## src/rtl/booleanfn_sweep_ctrl.sv

```systemverilog
// Sweeps an N-input boolean function through every input vector in order,
// captures its truth table and compares it against an expected minterm mask.
module booleanfn_sweep_ctrl #(
    parameter int N_IN   = 4,
    parameter int SETTLE = 1
) (
    input  logic                 clk,
    input  logic                 rst_n,
    input  logic                 start,
    input  logic                 abort,
    input  logic [(1<<N_IN)-1:0] expected,
    input  logic                 y_in,
    output logic [N_IN-1:0]      vec,
    output logic                 busy,
    output logic                 done,
    output logic                 pass,
    output logic [(1<<N_IN)-1:0] tt,
    output logic [N_IN:0]        err_count,
    output logic [N_IN-1:0]      first_err,
    output logic                 first_err_valid
);

    localparam int V = 1 << N_IN;
    localparam logic [3:0] CNT_INIT = 4'(SETTLE - 1);
    localparam logic [N_IN-1:0] IDX_LAST = {N_IN{1'b1}};
    localparam logic [N_IN-1:0] IDX_ONE = {{(N_IN-1){1'b0}}, 1'b1};
    localparam logic [N_IN:0] ERR_ONE = {{N_IN{1'b0}}, 1'b1};

    typedef enum logic [1:0] {
        S_IDLE,
        S_SETTLE,
        S_SAMPLE,
        S_DONE
    } state_t;

    state_t          state_q;
    logic [V-1:0]    exp_q;
    logic [V-1:0]    tt_q;
    logic [N_IN-1:0] idx_q;
    logic [N_IN-1:0] vec_q;
    logic [N_IN-1:0] first_err_q;
    logic [N_IN:0]   err_q;
    logic [3:0]      cnt_q;
    logic            busy_q;
    logic            done_q;
    logic            pass_q;
    logic            fev_q;

    always_ff @(posedge clk or negedge rst_n) begin
        if (!rst_n) begin
            state_q     <= S_IDLE;
            exp_q       <= '0;
            tt_q        <= '0;
            idx_q       <= '0;
            vec_q       <= '0;
            first_err_q <= '0;
            err_q       <= '0;
            cnt_q       <= '0;
            busy_q      <= 1'b0;
            done_q      <= 1'b0;
            pass_q      <= 1'b0;
            fev_q       <= 1'b0;
        end else begin
            done_q <= 1'b0;
            if (state_q != S_IDLE && abort) begin
                // Partial tt/err_count are kept for inspection after abort
                state_q <= S_IDLE;
                vec_q   <= '0;
                busy_q  <= 1'b0;
                pass_q  <= 1'b0;
            end else begin
                unique case (state_q)
                    S_IDLE: begin
                        if (start && !abort) begin
                            state_q     <= S_SETTLE;
                            exp_q       <= expected;
                            tt_q        <= '0;
                            err_q       <= '0;
                            first_err_q <= '0;
                            fev_q       <= 1'b0;
                            pass_q      <= 1'b0;
                            idx_q       <= '0;
                            vec_q       <= '0;
                            cnt_q       <= CNT_INIT;
                            busy_q      <= 1'b1;
                        end
                    end
                    S_SETTLE: begin
                        if (cnt_q == 4'd0) begin
                            state_q <= S_SAMPLE;
                        end else begin
                            cnt_q <= cnt_q - 4'd1;
                        end
                    end
                    S_SAMPLE: begin
                        tt_q[idx_q] <= y_in;
                        if (y_in != exp_q[idx_q]) begin
                            err_q <= err_q + ERR_ONE;
                            if (!fev_q) begin
                                first_err_q <= idx_q;
                                fev_q       <= 1'b1;
                            end
                        end
                        if (idx_q == IDX_LAST) begin
                            state_q <= S_DONE;
                            vec_q   <= '0;
                            done_q  <= 1'b1;
                        end else begin
                            state_q <= S_SETTLE;
                            idx_q   <= idx_q + IDX_ONE;
                            vec_q   <= idx_q + IDX_ONE;
                            cnt_q   <= CNT_INIT;
                        end
                    end
                    S_DONE: begin
                        state_q <= S_IDLE;
                        busy_q  <= 1'b0;
                        pass_q  <= (err_q == '0);
                    end
                    default: state_q <= S_IDLE;
                endcase
            end
        end
    end

    assign vec             = vec_q;
    assign busy            = busy_q;
    assign done            = done_q;
    assign pass            = pass_q;
    assign tt              = tt_q;
    assign err_count       = err_q;
    assign first_err       = first_err_q;
    assign first_err_valid = fev_q;

endmodule

```

## config.mk

```make
export PLATFORM = sky130hd
export DESIGN_NAME = booleanfn_sweep_ctrl
export DESIGN_NICKNAME = d
export VERILOG_FILES = /design/src/rtl/booleanfn_sweep_ctrl.sv
export SDC_FILE = /design/constraint.sdc
export NUM_CORES = 1
export LEC_CHECK = 0
export BUFFER_PORTS_ARGS = -buffer_cell sky130_fd_sc_hd__clkbuf_2
export CAP_MARGIN = 10
export CORE_MARGIN = 2
export CORE_UTILIZATION = 46
export CTS_BUF_LIST = sky130_fd_sc_hd__clkbuf_8
export DETAILED_ROUTE_END_ITERATION = 16
export PLACE_DENSITY_LB_ADDON = 0.15
export SLEW_MARGIN = 10
export SYNTH_ARGS = -nofsm -noshare
export SYNTH_HDL_FRONTEND = slang
export SYNTH_SLANG_ARGS = --single-unit
```

## constraint.sdc

```tcl
create_clock -name clk -period 2.5 [get_ports clk]
set_clock_uncertainty 0.15 [all_clocks]
set_input_delay 0 -clock clk [delete_from_list [all_inputs] [get_ports clk]]
set_output_delay 0 -clock clk [all_outputs]
set_load 0.05 [all_outputs]
```

==> metrics.md <==
| Metric | Value |
|---|---|
| Status | `complete, no violations` |
| Hold Crit Start | `y_in` |
| Num ports | `54` |
| FILL cells | `532` |
| Initial antenna violation count | `0` |
| Placed insts | `390` |
| Drt pass-1 iters | `4` |
| Clock transition at path regs | `60 ps` |
| Syn Area/Cell | `10.8 µm²` |
| CP startpoint kind | `register` |
| Vias per cell | `5.46` |
| Cell taking the most area after synthesis | `dfrtp_1` |
| Family with the most delay on the worst path | `simple AND/OR/NAND/NOR gates` |
| Leakage | `0.00172 µW` |
| RSZ-0062 raised after global routing | `false` |
| Iteration-0 DRC count of the detailed router | `126` |
| Crit path largest cell delay | `470 ps` |
| Worst-path fanout max | `8` |
| Clock Tree Buf Depth | `2` |
| H-Tree Depth | `3` |
| Synth unique cells | `44` |
| Fin crit period | `2240 ps` |
| Fin. max-slew vios | `0` |
| Routed WL per cell | `15.7 µm` |
| Flops & latches, synth | `59` |
| CTS Buf Count | `9` |
| Fmax achieved | `446 MHz` |
| Crit-path slowest cell | `dfrtp_1` |
| Relative slew slack | `35.5%` |
| Post-Syn Area | `2820 µm²` |
| Number of diodes | `0` |
| Clock root cell | `clkbuf_8` |
| Initial core utilization | `47.6%` |
| GRT overflow | `0` |
| Share of cells above drive strength 1 | `31.1%` |
| Most frequent cell after synthesis | `dfrtp_1` |
| # DRC | `0` |
| Post-DP HPWL | `4730 µm` |
| CP cell instances | `buf_4 > ha_1 > nand3_1 > nand2_1 > a211oi_1 > nor4b_2 > xnor2_1 > nor2_1` |
| Final WL | `6630 µm` |
| Critical Path RT | `2560 ps` |
| Die Wd | `82.3 µm` |
| CP bufs+invs | `1` |
| Post-synth top cells | `59 x dfrtp_1, 37 x o21ai_0, 21 x a21oi_1` |
| Reg2reg setup slack | `260 ps` |
| Final ANT Viol Nets | `0` |
| Number of global-route vias before repair | `2211` |
| Ys async rst share | `100%` |
| Total track usage | `22.1%` |
| Critical path class | `register to register` |
| Register-to-Register Path Depth | `8` |
| Hold path endpoint | `first_err_valid` |
| Largest net degree at the start of global routing | `40` |
| Sequential-to-total area share from yosys stat | `52.4%` |
| Post-synth EDFFs | `0` |
| Core Rows | `28` |
| Worst Hold Class | `primary input to register` |
| # setup viols final | `0` |
| Final Cycle Share | `89.7%` |
| Vias | `2304` |
| Placed cell area | `3220 µm²` |
| Clk sink count | `59` |
| First-pass GRT wire length | `11000 µm` |
| Nets@finish | `372` |
| Die Ht | `82.3 µm` |
| GP Congestion | `0.863` |
| Post-CTS setup buffers | `0` |
| Yosys warning total | `0` |
| Measured slew at the worst slew-check pin | `967 ps` |
| CP arrival | `2310 ps` |
| Core region area | `5920 µm²` |
| Mapped Cells | `261` |
| Pwr/cell area | `750 nW/µm²` |
| Top cell type's share of synthesized area | `52.4%` |
| Synth Net Count | `289` |
| Final hold vios | `0` |
| Post-Layout Cell Count | `422` |
| Setup TNS | `0 ps` |
| Max-Cap Viols | `0` |
| CP Capture Type | `register` |
| Post-route cell area | `3570 µm²` |
| Top cells by area, synth | `dfrtp_1 52%, o21ai_0 6.6%, mux2_2 6.4%` |
| Max VDD drop | `468 µV` |
| TritonCTS clock tree | `built` |
| Hold WS | `63.8 ps` |
| Top FF cell, synth | `dfrtp_1` |
| Total die area | `6770 µm²` |
| FF-to-FF End | `cnt_q[3]` |
| IO buf count | `53` |
| Synth-to-Final Area Change | `26.8%` |
| Min-Delay Path Depth | `5` |
| Reg2reg start | `idx_q[0]` |
| Worst-Skew Late Latency | `340 ps` |
[flip-flops by register name, summed over array words and instances (netlist names)]
| name | cells |
|---|---|
| busy | 1 |
| cnt_q | 4 |
| done | 1 |
| err_count | 5 |
| exp_q | 16 |
| first_err | 4 |
| first_err_valid | 1 |
| idx_q | 4 |
| pass | 1 |
| state_q | 2 |
| tt | 16 |
| vec | 4 |
[cell usage in the layout (no fill, tap or decap), drive strengths merged, types with 2 or more instances in the layout]
cell,synthesis,final
a21oi,21,21
a22o,6,6
a31oi,9,9
and3,6,6
buf,4,13
clkbuf,8,64
clkinv,0,3
dfrtp,59,59
dlygate4sd3,0,18
ha,7,7
inv,8,8
mux2,16,16
mux2i,2,2
mux4,4,4
nand2,19,19
nand2b,5,5
nand3,5,5
nor2,13,13
nor2b,5,5
nor3b,2,2
o21a,3,3
o21ai,40,40
xnor2,2,2
xor2,3,3
[cell type report]
| class | instances | area, µm² | area share, % |
|---|---|---|---|
| Inverter | 8 | 30.0 | 0.841 |
| Timing Repair Buffer | 84 | 543 | 15.2 |
| Multi-Input combinational cell | 182 | 1260 | 35.3 |
| Clock buffer | 11 | 151 | 4.24 |
| Sequential cell | 59 | 1480 | 41.3 |
| Tap cell | 75 | 93.8 | 2.63 |
| Clock inverter | 3 | 15.0 | 0.420 |
[stage by stage]
stage	utilization [%]	setup WS, ps	total power (µW)
floorplan	-	331	1720
global placement	54.4	321	1900
detailed placement	54.4	228	1920
CTS	60.2	219	2700
global route	60.3	62.7	2840
finish	60.3	257	2680
[tightest hold or removal path, delay by kind of cell]
kind                   cells  cell delay, ps
AO/OA/AOI/OAI              1              60
AND/OR/NAND/NOR            1              70
XOR/XNOR                   1             110
buffers and inverters      2             280
[how the worst max path moves through the flow]
stage	start	endpoint	depth (start not counted)
floorplan	idx_q[0]	first_err[2]	7
global placement	idx_q[0]	cnt_q[3]	8
detailed placement	idx_q[0]	cnt_q[3]	8
CTS	idx_q[0]	cnt_q[3]	8
global route	idx_q[0]	cnt_q[3]	8
finish	idx_q[0]	cnt_q[3]	8
[cells by family after synthesis]
| logic type | count (synthesis) | synth area share [%] |
|---|---|---|
| compound gates | 87 | 18.3 |
| mux | 22 | 10.3 |
| xor+xnor | 5 | 1.82 |
| fa+ha+maj | 7 | 3.11 |
| flops | 59 | 52.4 |
| simple gates | 61 | 11.1 |
| buf+inv | 20 | 3.02 |
[power by group]
group	internal, µW	switching [µW]
clock network	397	351
logic	330	352
registers	1110	135
total	1840	838
[repair_timing]
item / 4_1_cts / 5_1_grt
hold buffers: 18 / 0
hold endpoints to repair: 57 / 0
setup endpoints to repair: 0 / 1
gates resized for setup: 0 / 1
[per-layer routing]
metal / share of wire [%] / GRT usage [%] / vias to the layer above
li1: - / - / 1102
met1: 45 / 28.8 / 1136
met2: 49 / 34.7 / 54
met3: 4.8 / 6.20 / 12
met4: 1.7 / 8.83 / 0
met5: 0 / 0 / -
Note: power is estimated with default switching activity, not from simulation.
